<file path="config.mk">
export PLATFORM = sky130hd
export DESIGN_NAME = fetch_unit
export DESIGN_NICKNAME = d
export VERILOG_FILES = /design/src/rtl/fetch_pkg.sv /design/src/rtl/fetch_queue.sv /design/src/rtl/fetch_unit.sv
export SDC_FILE = /design/constraint.sdc
export NUM_CORES = 1
export LEC_CHECK = 0
export CAP_MARGIN = 20
export CORE_ASPECT_RATIO = 0.9
export CORE_MARGIN = 5
export CORE_UTILIZATION = 48
export DETAILED_ROUTE_END_ITERATION = 8
export PLACE_DENSITY = 0.82
export SYNTH_ARGS = -nofsm -noshare
export SYNTH_HDL_FRONTEND = slang
export SYNTH_SLANG_ARGS = --single-unit
export TNS_END_PERCENT = 5
</file>
<file path="constraint.sdc">
create_clock -name clock -period 2.3 [get_ports clock]
set_input_delay 0.345 -clock clock [delete_from_list [all_inputs] [get_ports clock]]
set_output_delay 0.345 -clock clock [all_outputs]
set_load 0.01 [all_outputs]
</file>
<file path="src/rtl/fetch_pkg.sv">
// fetch_pkg: shared state, field positions and entry type for the fetch stage.
// Halt-opcode support (FS_HALT) is only used when FETCH_HALT_EN is defined.
package fetch_pkg;
  localparam int PC_W   = 3;
  localparam int INST_W = 16;

  localparam int COND_MSB = 15;
  localparam int COND_LSB = 14;
  localparam int OPCD_MSB = 13;
  localparam int OPCD_LSB = 10;

  localparam logic [3:0] HALT_OPCODE = 4'b1111;

  typedef enum logic {
    FS_RUN,
    FS_HALT
  } fetch_state_e;

  typedef struct packed {
    logic [PC_W-1:0]   pc;
    logic [INST_W-1:0] inst;
  } fetch_entry_t;

  function automatic logic [3:0] opcode_of(input logic [INST_W-1:0] i);
    return i[OPCD_MSB:OPCD_LSB];
  endfunction
endpackage

</file>
<file path="src/rtl/fetch_queue.sv">
// fetch_queue: small synchronous FIFO of {pc, inst} prefetch entries.
// Flush empties it in one cycle and takes priority over push/pop.
module fetch_queue #(
  parameter int W     = 19,
  parameter int DEPTH = 2,
  localparam int AW   = $clog2(DEPTH),
  localparam int CW   = AW + 1
) (
  input  logic          clock,
  input  logic          reset_n,
  input  logic          push,
  input  logic          pop,
  input  logic          flush,
  input  logic [W-1:0]  wdata,
  output logic [W-1:0]  rdata,
  output logic [CW-1:0] count
);
  logic [W-1:0]  mem [DEPTH];
  logic [AW-1:0] wptr;
  logic [AW-1:0] rptr;

  assign rdata = mem[rptr];

  always_ff @(posedge clock or negedge reset_n) begin
    if (!reset_n) begin
      wptr  <= '0;
      rptr  <= '0;
      count <= '0;
      for (int i = 0; i < DEPTH; i++) mem[i] <= '0;
    end else if (flush) begin
      wptr  <= '0;
      rptr  <= '0;
      count <= '0;
    end else begin
      if (push) begin
        mem[wptr] <= wdata;
        wptr      <= wptr + AW'(1);
      end
      if (pop) rptr <= rptr + AW'(1);
      count <= count + CW'(push) - CW'(pop);
    end
  end
endmodule

</file>
<file path="src/rtl/fetch_unit.sv">
// fetch_unit: PC, credit-limited ROM reads, kill bit and prefetch queue.
// Define FETCH_HALT_EN to stop fetching after an opcode-1111 instruction.
module fetch_unit
  import fetch_pkg::*;
#(
  parameter int PC_WIDTH   = PC_W,
  parameter int INST_WIDTH = INST_W,
  parameter int DEPTH      = 2
) (
  input  logic                  clock,
  input  logic                  reset_n,
  input  logic                  fetch_en,
  output logic                  rom_rd_en,
  output logic [PC_WIDTH-1:0]   rom_addr,
  input  logic [INST_WIDTH-1:0] rom_data,
  input  logic                  redirect_valid,
  input  logic [PC_WIDTH-1:0]   redirect_pc,
  output logic                  inst_valid,
  input  logic                  inst_ready,
  output logic [INST_WIDTH-1:0] inst,
  output logic [PC_WIDTH-1:0]   inst_pc,
  output logic                  halted
);
  localparam int CW = $clog2(DEPTH) + 1;
  localparam int EW = PC_WIDTH + INST_WIDTH;

  logic [PC_WIDTH-1:0] pc;
  logic [PC_WIDTH-1:0] ret_pc;
  logic                inflight;
  logic                killed;
  logic                run;
  logic                halt_hit;
  logic                push;
  logic                pop;
  logic                issue;
  logic [CW-1:0]       count;
  logic [EW-1:0]       head;

  assign inst_valid = (count != '0);
  assign pop        = inst_valid && inst_ready;
  assign push       = inflight && !killed && !redirect_valid;
  assign rom_addr   = pc;
  assign rom_rd_en  = issue;
  assign {inst_pc, inst} = head;

  // a same-cycle pop frees a slot, so a steady stream gets one read per cycle
  assign issue = reset_n && run && fetch_en && !redirect_valid &&
    (({1'b0, count} + (CW+1)'(inflight)) <
     ((CW+1)'(DEPTH) + (CW+1)'(pop)));

  always_ff @(posedge clock or negedge reset_n) begin
    if (!reset_n) begin
      pc       <= '0;
      ret_pc   <= '0;
      inflight <= 1'b0;
      killed   <= 1'b0;
    end else begin
      inflight <= issue;
      killed   <= issue && halt_hit;
      if (issue) ret_pc <= pc;
      if (redirect_valid) pc <= redirect_pc;
      else if (issue)     pc <= pc + PC_WIDTH'(1);
    end
  end

`ifdef FETCH_HALT_EN
  fetch_state_e state;
  logic         halt_q;

  assign halt_hit = push && (rom_data[OPCD_MSB:OPCD_LSB] == HALT_OPCODE);
  assign run      = (state == FS_RUN);
  assign halted   = halt_q;

  always_ff @(posedge clock or negedge reset_n) begin
    if (!reset_n) begin
      state  <= FS_RUN;
      halt_q <= 1'b0;
    end else begin
      unique case (state)
        FS_RUN: if (halt_hit) begin
          state  <= FS_HALT;
          halt_q <= 1'b1;
        end
        FS_HALT: if (redirect_valid) begin
          state  <= FS_RUN;
          halt_q <= 1'b0;
        end
      endcase
    end
  end
`else
  assign halt_hit = 1'b0;
  assign run      = 1'b1;
  assign halted   = 1'b0;
`endif

  fetch_queue #(
    .W     (EW),
    .DEPTH (DEPTH)
  ) u_queue (
    .clock   (clock),
    .reset_n (reset_n),
    .push    (push),
    .pop     (pop),
    .flush   (redirect_valid),
    .wdata   ({ret_pc, rom_data}),
    .rdata   (head),
    .count   (count)
  );
endmodule
</file>
### After elaboration in Yosys (flattened, before gate mapping)

Cells that the tools add are included.

* $add $sub $neg: 7
* $lt $le $gt $ge: 4
* muxes and demuxes: 13
* bitwise logic cells: 3
* reductions and logical operators: 12

Operators with widths (number)
* $mux W19: 4
* $bwmux W38: 1
* $demux W19 S1: 1
* $reduce_bool A2 Y1: 4
* $logic_and A1 B1 Y1: 6
* $mux W3: 2
* $ge A2 B2 Y1 const B: 2
* $mux W1: 4
* $not A1 Y2: 2
* $add A2 B1 Y3: 1
* $add A2 B1 Y3 const A: 1
* $add A3 B1 Y3 const B: 1
* $lt A3 B3 Y1: 1
* $add A1 B1 Y1 const B: 2
* $add A2 B1 Y2: 1
* $lt A2 B1 Y1 const B: 1
* $mux W2: 1
* $reduce_and A2 Y1: 1
* $sub A2 B1 Y2: 1
* $logic_not A1 Y1: 1
* $not A1 Y1: 1

* register bits: 49
* output and inout bits: 25
* logic and storage cells: 47

### Depth between registers and ports, before layout

* depth after elaboration: 7
* gate-level depth with buffers: 7

### Modules after synthesis

Synthesis repeated with hierarchy kept, for this count alone.

* cell total of the unflattened synthesis: 152
* area, all modules: 2357.3 sq um

By module, submodules not included
* fetch_queue: instances 1, cells an instance 118, area each 1948.1 sq um, seq. area each 1051.0 sq um
* fetch_unit: instances 1, cells an instance 34, area each 409.1 sq um, seq. area each 175.2 sq um

### Worst setup path after synthesis

No wires, ideal clock.

* path type: register -> output
* start point: register inflight
* end point: output port rom_rd_en
* data arrival time: 1.416 ns
* data required time: 1.955 ns
* setup slack: 0.539 ns
* cell stages (with the launch flop): 7
* buffers on the path: 1
* cell sequence: dfrtp_1 > ha_1 > ha_1 > o21a_4 > or2_1 > buf_6 > inv_1

* cells in the longest elaborated chain, start to end: 3

Ends and longest elaborated chain
* start, declared: line fetch_unit.sv:29 `logic inflight;`
* start signal, assigned: line fetch_unit.sv:58 `inflight <= issue;`
* $add A2 B1 Y3: line fetch_unit.sv:48 `(({1'b0, count} + (CW+1)'(inflight)) <`
* $lt A3 B3 Y1: line fetch_unit.sv:48
* $logic_and A1 B1 Y1: line fetch_unit.sv:47 `assign issue = reset_n && run && fetch_en && !redirect_valid &&`
* end, declared: line fetch_unit.sv:13 `output logic rom_rd_en,`

No other way between the ends.

### Worst setup path in the final report

* start point: register u_queue.rptr
* end point: output port inst[7]

* cells in the longest elaborated chain, start to end: 4

Ends and longest elaborated chain
* start, declared: line fetch_queue.sv:20 `logic [AW-1:0] rptr;`
* start signal, assigned: line fetch_queue.sv:39 `if (pop) rptr <= rptr + AW'(1);`
* $not A1 Y2 (implied by the code): line fetch_queue.sv:22 `assign rdata = mem[rptr];`
* $mux W19 (implied by the code) (3 in a row): line fetch_queue.sv:22
* end, declared: line fetch_unit.sv:20 `output logic [INST_WIDTH-1:0] inst,`

No other way between the ends. The select of a mux whose other input is x is not followed.

==> metrics <==
status finished, final reports clean; initial drt markers 40; Logic pwr share 43.5%; Power Total 3240 µW; final wirelength 4490 µm; Row Count 23; Root Driver clkbuf_8; routed len/inst 16.3 µm; Post-route DRC 0; vias per cell 5.13; Avg Cell Area, Syn 14.4 µm²; P&R area growth vs syn 29.1%; Max Slew Vio Count 0; die width 82.5 µm; Yosys reg bits 49; Post-CTS Hold Buffers 0; area leader, netlist dfrtp_1; worst path arrival time 1.82 ns; Max IR drop VDD 0.000475 V; ANT cells 0; Clock Skew 0.00595 ns; Worst Tran Pin Value 0.597 ns; total of max-cap violations 0; Cells after Synth 158; sequential fraction of the synthesis area 54.1%; CTS tree built; GR Overflow Total 0; Tcrit/Tclk final 94.2%; NetSw 961 µW; worst min path class in2async; Leakage 0.00133 µW; layout cell share with drive strength beyond 1 41.1%; R2R setup slack 0.45 ns; Worst slew margin 60.2%; top post-synthesis cells by area dfrtp_1 (54%), mux2_2 (28%), ha_1 (2.8%); via count 1416; CP Capture Type output port; Reg power frac 41.3%; RD Place Congestion 0.868; Post-Syn Area 0.00227 mm²; DP HPWL 3290 µm; first-pass GRT wire length 7500 µm; Sum Neg Setup Slack 0 ns; most common cell in the netlist mux2_2; Setup WS post-layout 0.134 ns; antenna violations before repair 0; TritonCTS Buffers 5; vias in the first global route 1620; minimum clock period 2.17 ns; Int Power 2270 µW; CP Data Required Time 1.96 ns; final setup vio count 0; Hold Violations, Final 0; fmax 462 MHz; NumNets Final 242; Yosys cell types 28; TritonCTS Sinks 49; Core Area 0.00452 mm²; Post-DRT Antenna Nets 0; Post-synth EDFFs 0; maximum net fanout on the critical path 8; Synth Flop Type dfrtp_1; Cell Pwr Density 1100 mW/mm²; Startpoint Class flop; drt pass-1 iters 4; H-tree depth 2; Sw Ratio 29.7%; Starting Density 50.2%; clock-pin slew on the worst setup and hold paths 0.09 ns; most instantiated cells after synthesis mux2_2 (57), dfrtp_1 (49), inv_1 (7); Skew-Pair Late Insertion Delay 0.29 ns; die height 75.2 µm; # IOs 49; aggregate global-route resource usage 16.1%; largest net degree at the start of global routing 50; FFs w/ async S/R, synth 100%; Clock Tree Buf Depth 2; post-place setup slack 0.0229 ns; Net Count, Synth 187; top-area cell type share of the netlist area 54.1%; Die Footprint 0.00620 mm²; Yosys warnings 0; kind of critical path reg2out; PortBufs 47; RSZ-0062 raised after global routing false; clock share of power 15.2%
worst max-delay path, cell delays in order (launching register included):
cell	delay, ns
dfrtp_2	0.48
buf_4	0.21
mux2_2	0.35
clkdlybuf4s50_1	0.49
cells by family after synthesis:
group | Yosys count | share of synthesized area (%)
flip-flops | 49 | 54.1
buffers and inverters | 16 | 4.08
multiplexers | 60 | 30.3
AND/OR/NAND/NOR | 15 | 4.14
other | 1 | 0.165
XOR/XNOR | 4 | 1.54
AO/OA/AOI/OAI | 8 | 2.98
adder cells (fa/ha/maj) | 5 | 2.76
through the flow:
step	cells	utilization, %	hold WS, ns	instance area [µm²]
final	276	64.8	0.224	2930
after CTS	276	64.7	0.219	2920
after global routing	276	64.8	0.276	2930
after floorplan	158	-	0.0494	2270
after detailed placement	266	62.4	0.487	2820
after global placement	266	62.4	0.481	2820
power groups by stage:
stage / Combinational (µW) / Sequential [µW] / Clock, µW
6_report: 1410 / 1340 / 493
2_1_floorplan: 787 / 1280 / 0
3_3_place_gp: 1360 / 1320 / 0
3_5_place_dp: 1400 / 1350 / 0
5_1_grt: 1520 / 1370 / 553
4_1_cts: 1430 / 1330 / 511
sequential cells by signal, summed over array words and instances, names as in the netlist:
| name | flops |
|---|---|
| u_queue.rptr | 1 |
| inflight | 1 |
| ret_pc | 3 |
| u_queue.count | 2 |
| u_queue.mem | 38 |
| rom_addr | 3 |
| u_queue.wptr | 1 |
worst paths after layout:
path                                start              end  cells past startpoint
setup / recovery             u_queue.rptr          inst[7]                      3
hold / removal                    reset_n  u_queue.mem[37]                      2
setup reg to reg                 inflight        ret_pc[2]                      7
hold reg to reg            u_queue.mem[8]   u_queue.mem[8]                      1
max in group asynchronous         reset_n     u_queue.rptr                      2
min in group clock         u_queue.mem[8]   u_queue.mem[8]                      1
layout make-up:
cell class,instances,area (µm²)
Tap cell,62,77.6
Sequential cell,49,1230
Multi-Input combinational cell,93,961
Inverter,8,31.3
Clock inverter,3,22.5
Timing Repair Buffer,56,541
Clock buffer,5,68.8
Fill cell,349,1590
per-layer routing:
metal | vias up | part of all wire, % | track usage (%) | wire length, µm
met5 | - | 0 | 0 | 0
met3 | 4 | 4.7 | 3.59 | 210
met1 | 714 | 42 | 19.0 | 1900
li1 | 657 | - | - | -
met4 | 0 | 0.76 | 5.54 | 34
met2 | 41 | 52 | 28.8 | 2350
cells in the final DEF (no fill, tap or decap), types with 2 or more instances in the layout:
cell | synthesis | layout
mux2_2 | 57 | 57
dfrtp_1 | 49 | 48
clkdlybuf4s50_1 | 0 | 45
buf_4 | 2 | 8
inv_1 | 7 | 7
ha_1 | 5 | 5
clkbuf_8 | 0 | 5
nor2_1 | 4 | 4
mux2_4 | 3 | 3
o211ai_1 | 3 | 3
clkinvlp_4 | 0 | 3
nor2b_1 | 3 | 2
xor2_1 | 2 | 2
xnor2_1 | 2 | 2
nand2_1 | 2 | 2
timing repair:
item	4_1_cts	5_1_grt
endpoints found under the setup margin	1	14
gates resized for setup	1	4
buffers inserted	2	0
gates cloned	0	0
Power figures use the tool's default switching activity.
